[config.mk]
export PLATFORM = sky130hd
export DESIGN_NAME = ws2812_frame_sequencer
export DESIGN_NICKNAME = d
export VERILOG_FILES = /design/src/rtl/ws2812_pkg.sv /design/src/rtl/ws2812_latch_timer.sv /design/src/rtl/ws2812_frame_sequencer.sv
export SDC_FILE = /design/constraint.sdc
export NUM_CORES = 1
export LEC_CHECK = 0
export ABC_CLOCK_PERIOD_IN_PS = 3200
export CORE_MARGIN = 2
export CORE_UTILIZATION = 59
export CTS_BUF_LIST = sky130_fd_sc_hd__clkbuf_2
export CTS_CLUSTER_DIAMETER = 80
export DETAILED_ROUTE_END_ITERATION = 12
export PLACE_DENSITY_LB_ADDON = 0.12
export REMOVE_ABC_BUFFERS = 1
export SLEW_MARGIN = 20
export SYNTH_ARGS = -nofsm -noshare
export SYNTH_HDL_FRONTEND = slang
export SYNTH_SLANG_ARGS = --single-unit
[constraint.sdc]
create_clock -name clk -period 3.2 [get_ports clk]
set_input_delay 0.8 -clock clk [delete_from_list [all_inputs] [get_ports clk]]
set_output_delay 0.8 -clock clk [all_outputs]
set_load 0.005 [all_outputs]
[src/rtl/ws2812_pkg.sv]
// +----------------------------------------------------------------------+
// | ws2812_pkg : shared types and constants for the WS2812 frame path    |
// | Revision   : 1.0                                                     |
// +----------------------------------------------------------------------+
`default_nettype none

package ws2812_pkg;

   typedef enum logic [1:0] {
      ST_IDLE  = 2'd0,
      ST_LOAD  = 2'd1,
      ST_SEND  = 2'd2,
      ST_LATCH = 2'd3
   } frame_state_e;

   // G[23:16], R[15:8], B[7:0]
   typedef logic [23:0] grb_t;

   localparam grb_t COLOUR_OFF = 24'h000000;
   localparam grb_t COLOUR_ON  = 24'h000040;

   localparam int DIGIT_W = 4;

   // Counter width that stays at least one bit for degenerate sizes.
   function automatic int safe_clog2(input int n);
      return (n > 1) ? $clog2(n) : 1;
   endfunction

endpackage

`default_nettype wire

[src/rtl/ws2812_latch_timer.sv]
// +----------------------------------------------------------------------+
// | ws2812_latch_timer : load-and-count gap timer with terminal pulse    |
// | Revision           : 1.0                                             |
// +----------------------------------------------------------------------+
`default_nettype none

module ws2812_latch_timer
   import ws2812_pkg::*;
#(
   parameter int LATCH_CYCLES = 600
)(
   input  logic clk,
   input  logic rst_n,
   input  logic load,
   output logic active,
   output logic done
);

   localparam int               CNT_W = safe_clog2(LATCH_CYCLES);
   localparam logic [CNT_W-1:0] LAST  = CNT_W'(LATCH_CYCLES - 1);

   logic [CNT_W-1:0] lat_cnt;

   always_ff @(posedge clk or negedge rst_n) begin
      if (!rst_n) begin
         active  <= 1'b0;
         lat_cnt <= '0;
      end else if (load) begin
         active  <= 1'b1;
         lat_cnt <= '0;
      end else if (active) begin
         if (lat_cnt == LAST) begin
            active <= 1'b0;
         end else begin
            lat_cnt <= lat_cnt + 1'b1;
         end
      end
   end

   // Decoded from registers only, so the pulse lands on the last active cycle.
   assign done = active && (lat_cnt == LAST);

endmodule

`default_nettype wire

[src/rtl/ws2812_frame_sequencer.sv]
// +----------------------------------------------------------------------+
// | ws2812_frame_sequencer : snapshots time digits and streams 16 GRB    |
// | pixel words to the serializer, then holds the latch gap.             |
// | Revision               : 1.0                                         |
// +----------------------------------------------------------------------+
`default_nettype none

module ws2812_frame_sequencer
   import ws2812_pkg::*;
#(
   parameter int NUM_COLS     = 4,
   parameter int NUM_ROWS     = 4,
   parameter int LATCH_CYCLES = 600
)(
   input  logic                        clk,
   input  logic                        rst_n,
   input  logic                        frame_req,
   input  logic [NUM_COLS*DIGIT_W-1:0] digits,
   input  logic [23:0]                 colour_on,
   input  logic [23:0]                 colour_off,
   output logic [23:0]                 pix_data,
   output logic                        pix_valid,
   input  logic                        pix_ready,
   output logic                        latching,
   output logic                        busy,
   output logic                        frame_done
);

   localparam int DIG_BITS = NUM_COLS * DIGIT_W;
   localparam int NUM_PIX  = NUM_COLS * NUM_ROWS;
   localparam int IDX_W    = safe_clog2(NUM_PIX);
   localparam int BIT_W    = safe_clog2(DIG_BITS);

   localparam logic [IDX_W-1:0] LAST_IDX = IDX_W'(NUM_PIX - 1);

   localparam logic [1:0] S_IDLE  = 2'(ST_IDLE);
   localparam logic [1:0] S_LOAD  = 2'(ST_LOAD);
   localparam logic [1:0] S_SEND  = 2'(ST_SEND);
   localparam logic [1:0] S_LATCH = 2'(ST_LATCH);

   logic [1:0]          state;
   logic                pending;
   logic [IDX_W-1:0]    pix_idx;
   logic [DIG_BITS-1:0] shadow_digits;
   logic [23:0]         shadow_on;
   logic [23:0]         shadow_off;

   logic xfer;
   logic last_xfer;
   logic lat_load;
   logic lat_active;
   logic lat_done;

   // Linear column-major mapping: each column is one BCD digit, row 0 its LSB.
   function automatic logic [23:0] pick_word(
      input logic [DIG_BITS-1:0] d,
      input logic [23:0]         on_word,
      input logic [23:0]         off_word,
      input int                  idx
   );
      int             col;
      int             row;
      logic [BIT_W-1:0] bit_sel;
      col     = idx / NUM_ROWS;
      row     = idx % NUM_ROWS;
      bit_sel = BIT_W'(col * DIGIT_W + row);
      return d[bit_sel] ? on_word : off_word;
   endfunction

   assign xfer      = (state == S_SEND) && pix_ready;
   assign last_xfer = xfer && (pix_idx == LAST_IDX);
   assign lat_load  = last_xfer;

   always_ff @(posedge clk or negedge rst_n) begin
      if (!rst_n) begin
         state         <= S_IDLE;
         pix_idx       <= '0;
         pix_data      <= '0;
         shadow_digits <= '0;
         shadow_on     <= '0;
         shadow_off    <= COLOUR_OFF;
      end else begin
         case (state)
            S_IDLE: begin
               if (frame_req || pending) begin
                  state <= S_LOAD;
               end
            end
            S_LOAD: begin
               state         <= S_SEND;
               shadow_digits <= digits;
               shadow_on     <= colour_on;
               shadow_off    <= colour_off;
               pix_idx       <= '0;
               pix_data      <= pick_word(digits, colour_on, colour_off, 0);
            end
            S_SEND: begin
               if (xfer) begin
                  if (pix_idx == LAST_IDX) begin
                     state <= S_LATCH;
                  end else begin
                     pix_idx  <= pix_idx + 1'b1;
                     pix_data <= pick_word(shadow_digits, shadow_on, shadow_off,
                                           int'(pix_idx) + 1);
                  end
               end
            end
            S_LATCH: begin
               if (lat_done) begin
                  state <= S_IDLE;
               end
            end
            default: begin
               state <= S_IDLE;
            end
         endcase
      end
   end

   // A request that arrives while busy (LOAD included) wins over the clear.
   always_ff @(posedge clk or negedge rst_n) begin
      if (!rst_n) begin
         pending <= 1'b0;
      end else if (frame_req && (state != S_IDLE)) begin
         pending <= 1'b1;
      end else if (state == S_LOAD) begin
         pending <= 1'b0;
      end
   end

   ws2812_latch_timer #(
      .LATCH_CYCLES (LATCH_CYCLES)
   ) u_latch_timer (
      .clk    (clk),
      .rst_n  (rst_n),
      .load   (lat_load),
      .active (lat_active),
      .done   (lat_done)
   );

   assign pix_valid  = (state == S_SEND);
   assign busy       = (state != S_IDLE);
   assign latching   = lat_active;
   assign frame_done = lat_done && (state == S_LATCH);

endmodule

`default_nettype wire
==> metrics.md, run 1 <==
| Metric | Value |
|---|---|
| Peak supply drop | about 600 uV |
| EDFF count, synth | 0 |
| Global route hottest layer | met2 |
| PD cells | around 960 nW/um^2 |
| First-pass GRT wire length | about 19000 microns |
| Met3 Track Usage GR | 0.0501 |
| Largest net degree at the start of global routing | 107 |
| Gpl congestion | approximately 0.78 |
| Worst EP arrival | between 2 and 2.5 ns |
| Synth Instances | between 400 and 500 |
| DR DRC count | 0 |
| P&R area growth vs syn | 21.8% |
| Drt first-iter violations | roughly 160 |
| Status | finished, final reports clean |
| Vias | roughly 3700 |
| CTS root buf | clkbuf_2 |
| Mapped Area | between 5000 and 6000 sq um |
| CP Capture Type | output port |
| Total gr overflow | 0 |
| Fin cells | between 600 and 700 |
| Reg clk slew, reported paths | 0.29 ns |
| Register area | 2660 sq um |
| TritonRoute pass-1 iters | 7 |
| Tcrit/Tclk final | 0.966 |
| Die ar. | 9670 sq um |
| CTS tree | done |
| Min-Delay Path Class | in -> async |
| Cell types occupying the most area after synthesis | dfrtp_1 51%, mux2_2 14%, mux2i_1 6.5% |
| Crit Path Max Fanout | 5 |
| Yosys top cell by area | dfrtp_1 |
| Placement Cell Area | 6250 sq um |
| Worst setup margin | around 0.11 ns |
| Worst hold slack | between 0.2 and 0.25 ns |
| Clock skew | 0.0337 ns |
| Most frequent cells in the layout | 104 x dfrtp_1, 93 x clkdlybuf4s50_1, 65 x mux2_2, 34 x mux2i_1, 31 x a21oi_1 |
| Least-Margin Pin Slew | ~0.8 ns |
| Clock Sinks | around 110 |
| Synth top area share | 0.505 |
| Num CTS Buffers | 9 |
| Post-Place Cells | approximately 600 |
| N_diodes | 0 |
| Commonest non-fill, non-tap cell in the layout | dfrtp_1 |
| Max Cap Viol | 0 |
| Worst-skew pair later-pin latency | between 0.5 and 0.6 ns |
| Fillers | ~620 |
| Asr flop ratio synth | 1.00 |
| Multi-input logic area | 2420 sq um |
| H-tree depth | 3 |
| Core Footprint | about 8700 sq um |
| Die Span Y | around 100 microns |
| Pre-CTS setup slack | ~0.55 ns |
| Static Leak | 2.63 nW |
| All-Layer GR Usage | 0.242 |
| Final setup viols | 0 |
| Design Area, Final | around 6400 sq um |
| Final Hold Fails | 0 |
| Final #Nets | slightly below 600 |
| Die X | approximately 98 microns |
| WP data required | approximately 2.4 ns |
| Clk buf depth | 2 |
| Via/cell ratio | about 6.0 |
| Drt total wl | around 11000 microns |
| Rows | 34 |
| Initial core utilization | 0.605 |
| Max Slew Vio Count | 0 |
| Detail Route Antenna Nets | 0 |
| Port-buffer cells | 95 |
| Met1 usage | 0.323 |
| Post-layout min period | about 3 ns |
| Yosys warning total | 0 |
| Post-CTS Hold Buffers | 0 |
| Max frequency | ~320 MHz |
| Synth cell types | 45 |
| Wire per inst | around 18 microns |
| M2 GR Usage | 0.415 |
| Syn avg cell area | between 10 and 15 sq um |
| Initial antenna violation count | 0 |
| HPWL after DPL | roughly 7500 microns |
| Layout cell share with drive strength beyond 1 | 0.212 |
| Vias in the first global route | 3865 |
| Slew headroom | 0.458 |
| FF+latch count, synth | roughly 110 |
| Seq/Total Area, Yosys | 0.505 |
| Startpoint Class | flip-flop |
| Kind of critical path | reg -> out |
| Number of I/O pins | 96 |
| Ys flop type | dfrtp_1 |
[worst paths after layout]
kind,from,end,slack (ns),depth (start not counted)
min in group clk,shadow_on[0],shadow_on[0],0.54,1
min,rst_n,u_latch_timer.lat_cnt[9],0.23,2
max in group asynchronous,rst_n,u_latch_timer.lat_cnt[5],2.50,2
max,u_latch_timer.lat_cnt[0],frame_done,0.11,5
min reg2reg,shadow_on[0],shadow_on[0],0.54,1
max reg2reg,pix_idx[0],pix_data[16],0.56,6
[report_power, final]
group	leakage (nW)	switching, W	internal, W
logic	1.33	0.00132	0.00176
clock network	0.0747	0.000447	0.000188
registers	1.22	0.000422	0.00201
[per-stage QoR]
step / TNS, ns / utilization / power, W
2_1_floorplan: 0 / - / 0.00440
3_3_place_gp: 0 / 0.720 / 0.00535
3_5_place_dp: 0 / 0.720 / 0.00552
4_1_cts: 0 / 0.734 / 0.00615
5_1_grt: -0.0195 / 0.737 / 0.00655
6_report: 0 / 0.737 / 0.00614
[kinds of logic after synthesis]
kind of cell,count (synthesis),share of synthesized area
compound gates,108,0.144
flops,106,0.505
mux,103,0.223
simple gates,52,0.0572
buf+inv,31,0.0395
xor+xnor,9,0.0150
fa+ha+maj,7,0.0167
[registers in the layout (all words and copies together), names as in the netlist]
register	flops
pending	1
pix_data	24
pix_idx	4
shadow_digits	16
shadow_off	24
shadow_on	24
state	2
u_latch_timer.active	1
u_latch_timer.lat_cnt	10
[worst max-delay path, stage by stage (launching register included)]
cell and delay, ns:
dfrtp_1 0.48, ha_2 0.24, and3b_1 0.18, nand2_1 0.09, nor3_2 0.21, clkdlybuf4s50_1 0.53
[final cells by class]
type,count,share of cell area
clock buffer,9,0.00704
clock inverter,7,0.0115
tap,108,0.0211
timing repair buffer,105,0.163
inverter,7,0.00411
multi-input combinational,279,0.378
sequential,106,0.415
[cells in the mapped netlist, types with 3 or more instances]
| cell type | count |
|---|---|
| or3_1 | 3 |
| o21ai_0 | 14 |
| xor2_1 | 7 |
| mux2i_1 | 34 |
| a21oi_1 | 31 |
| a21boi_0 | 17 |
| nor2_1 | 12 |
| o32a_1 | 19 |
| mux2_2 | 65 |
| inv_1 | 7 |
| ha_1 | 7 |
| nand3_1 | 6 |
| buf_6 | 3 |
| nor3b_1 | 4 |
| nand2_1 | 9 |
| a21boi_1 | 20 |
| dfrtp_1 | 106 |
| nand4_1 | 4 |
| clkbuf_1 | 11 |
[routing by layer]
layer	routed length (microns)	part of all wire	up-vias
met5	0	0	-
met4	91	0.0079	0
met3	611	0.053	10
met2	5800	0.51	119
met1	4950	0.43	1878
li1	-	-	1735
[what timing repair did]
item / CTS / global route
endpoints found under the setup margin: 1 / 1
hold endpoints to repair: 0 / 0
setup buffers: 0 / 1
resized for setup: 1 / 5
Note: power is estimated with default switching activity, not from simulation.
==> run 2, diff against run 1 <==
--- a/config.mk
+++ b/config.mk
@@ -8,3 +8,4 @@
 export ABC_CLOCK_PERIOD_IN_PS = 3200
-export CORE_MARGIN = 2
+export CAP_MARGIN = 20
+export CORE_MARGIN = 5
 export CORE_UTILIZATION = 59
--- a/constraint.sdc
+++ b/constraint.sdc
@@ -3,2 +3,2 @@
 set_output_delay 0.8 -clock clk [all_outputs]
-set_load 0.005 [all_outputs]
+set_load 0.1 [all_outputs]
==> run 2 against run 1 <==
Effect of this change:
- global-route usage shrank 2.2 points
- fmax increased by 6.6%
- via count about the same
- sequential share of layout area is 0.39 points higher
- clock power down 2%
- register-to-register slack lost 0.02 ns
- clock skew down 0.0067 ns
- routed wire length increased by 1.6%
- core utilization is 0.75 points lower
- sequential power barely moved
- highest routed layer unchanged
- critical path type unchanged
==> metrics.md, run 2 (synthesized netlist as in run 1, its figures left out) <==
| Metric | Value |
|---|---|
| Status | finished, final reports clean |
| Flop pwr share | 0.332 |
| H-tree depth | 3 |
| Max Cap Viol | 0 |
| Vias | about 3700 |
| Psw | about 0.0034 W |
| Detail Route Antenna Nets | 0 |
| Most frequent cells in the layout | 106 x dfrtp_1, 65 x mux2_2, 65 x clkdlybuf4s50_1, 35 x buf_4, 34 x mux2i_1 |
| Worst hold slack | 0.116 ns |
| Final setup viols | 0 |
| Unrepaired setup endpoints after global routing | false |
| Top flop regs | pix_data: 24 flops, shadow_off: 24 flops, shadow_on: 24 flops |
| Layout cell share with drive strength beyond 1 | 0.261 |
| Fillers | 631 |
| Post-Place Cells | 605 |
| Die ar. | about 11000 sq um |
| Least-Margin Pin Slew | about 0.6 ns |
| Rows | 34 |
| CP Capture Type | output port |
| Initial antenna violation count | 0 |
| Net Sw Frac | 0.466 |
| Post-CTS Hold Buffers | 0 |
| Kind of critical path | reg -> out |
| Die X | about 100 microns |
| Worst-skew pair later-pin latency | between 0.5 and 0.6 ns |
| Commonest non-fill, non-tap cell in the layout | dfrtp_1 |
| Slew headroom | 0.584 |
| TritonRoute pass-1 iters | 4 |
| Peak supply drop | about 700 uV |
| Setup repair bufs after CTS | 0 |
| All-Layer GR Usage | 0.221 |
| PD cells | ~1200 nW/um^2 |
| P&R area growth vs syn | 20.6% |
| Final Hold Fails | 0 |
| Vias in the first global route | 4003 |
| Pint | between 0.003 and 0.004 W |
| Initial core utilization | 0.605 |
| Worst EP arrival | ~2.1 ns |
| Min-Delay Path Class | in -> async |
| Num CTS Buffers | 9 |
| Total gr overflow | 0 |
| N_diodes | 0 |
| CTS tree | done |
| Cts repair resizes | 0 |
| Clk buf depth | 2 |
| Fin cells | about 620 |
| HPWL after DPL | 7940 microns |
| Number of I/O pins | 96 |
| Comb pwr share | 0.584 |
| Tcrit/Tclk final | 0.906 |
| Via/cell ratio | approximately 6 |
| Clock skew | about 0.027 ns |
| Static Leak | between 2 and 3 nW |
| Drt first-iter violations | 120 |
| Clk pwr share | 0.085 |
| Die Span Y | 104 microns |
| DR DRC count | 0 |
| Max frequency | 345 MHz |
| Core Footprint | between 8000 and 9000 sq um |
| Clock Sinks | roughly 110 |
| CTS root buf | clkbuf_2 |
| Crit Path Max Fanout | 5 |
| Max Slew Vio Count | 0 |
| Startpoint Class | flip-flop |
| Reg clk slew, reported paths | around 0.27 ns |
| Gpl congestion | between 0.7 and 0.8 |
| WP data required | 2.40 ns |
| First-pass GRT wire length | roughly 20000 microns |
| Wire per inst | roughly 19 microns |
| Port-buffer cells | 95 |
| Largest net degree at the start of global routing | between 50 and 60 |
| Drt total wl | 11600 microns |
| Post-layout min period | slightly below 3 ns |
| Final #Nets | between 500 and 600 |
-- run 2: metrics by stage --
| step | setup TNS (ns) | util | cell area, sq um | total power (W) | setup WS [ns] |
|---|---|---|---|---|---|
| floorplan | -2.46 | - | 5070 | 0.00562 | -0.824 |
| global placement | 0 | 0.716 | 6210 | 0.00658 | 0.605 |
| detailed placement | 0 | 0.716 | 6210 | 0.00674 | 0.497 |
| CTS | 0 | 0.729 | 6330 | 0.00736 | 0.129 |
| global route | 0 | 0.730 | 6330 | 0.00775 | 0.127 |
| finish | 0 | 0.730 | 6330 | 0.00732 | 0.301 |
-- run 2: power groups by stage --
stage | logic (W) | registers (W) | clock network [W]
finish | 0.00427 | 0.00243 | 0.000621
global route | 0.00454 | 0.00251 | 0.000697
CTS | 0.00429 | 0.00242 | 0.000644
detailed placement | 0.00428 | 0.00246 | 0
global placement | 0.00415 | 0.00242 | 0
floorplan | 0.00217 | 0.00345 | 0
-- run 2: final cells by class --
cell class | instances | area, sq um | share of cell area
multi-input cells | 279 | 2400 | 0.379
well taps | 108 | 135 | 0.0213
clock buffers | 10 | 50.0 | 0.00790
repair buffers | 105 | 998 | 0.158
clock inverters | 6 | 67.6 | 0.0107
inverters | 7 | 26.3 | 0.00415
flip-flops and latches | 106 | 2650 | 0.419
-- run 2: final timing paths --
path                                endpoint  cells past startpoint  slack, ns                startpoint
max                               frame_done                      5       0.30  u_latch_timer.lat_cnt[0]
min                        shadow_digits[14]                      1       0.12                     rst_n
max reg2reg                     pix_data[18]                      6       0.54                pix_idx[0]
min reg2reg                   shadow_off[20]                      1       0.54            shadow_off[20]
max in group asynchronous           state[1]                      2       2.37                     rst_n
min in group clk              shadow_off[20]                      1       0.54            shadow_off[20]
-- run 2: worst max-delay path, stage by stage, from the launching register on --
cell     delay (ns)
dfrtp_1        0.47
ha_1           0.26
and3b_1        0.21
nand2_1        0.07
nor3_1         0.22
buf_4          0.33
-- run 2: metal layers --
| metal | part of all wire | vias up | global-route usage |
|---|---|---|---|
| met5 | 0 | - | 0 |
| met2 | 0.51 | 103 | 0.357 |
| met4 | 0.0097 | 0 | 0.0712 |
| li1 | - | 1733 | - |
| met3 | 0.055 | 12 | 0.0521 |
| met1 | 0.43 | 1892 | 0.294 |
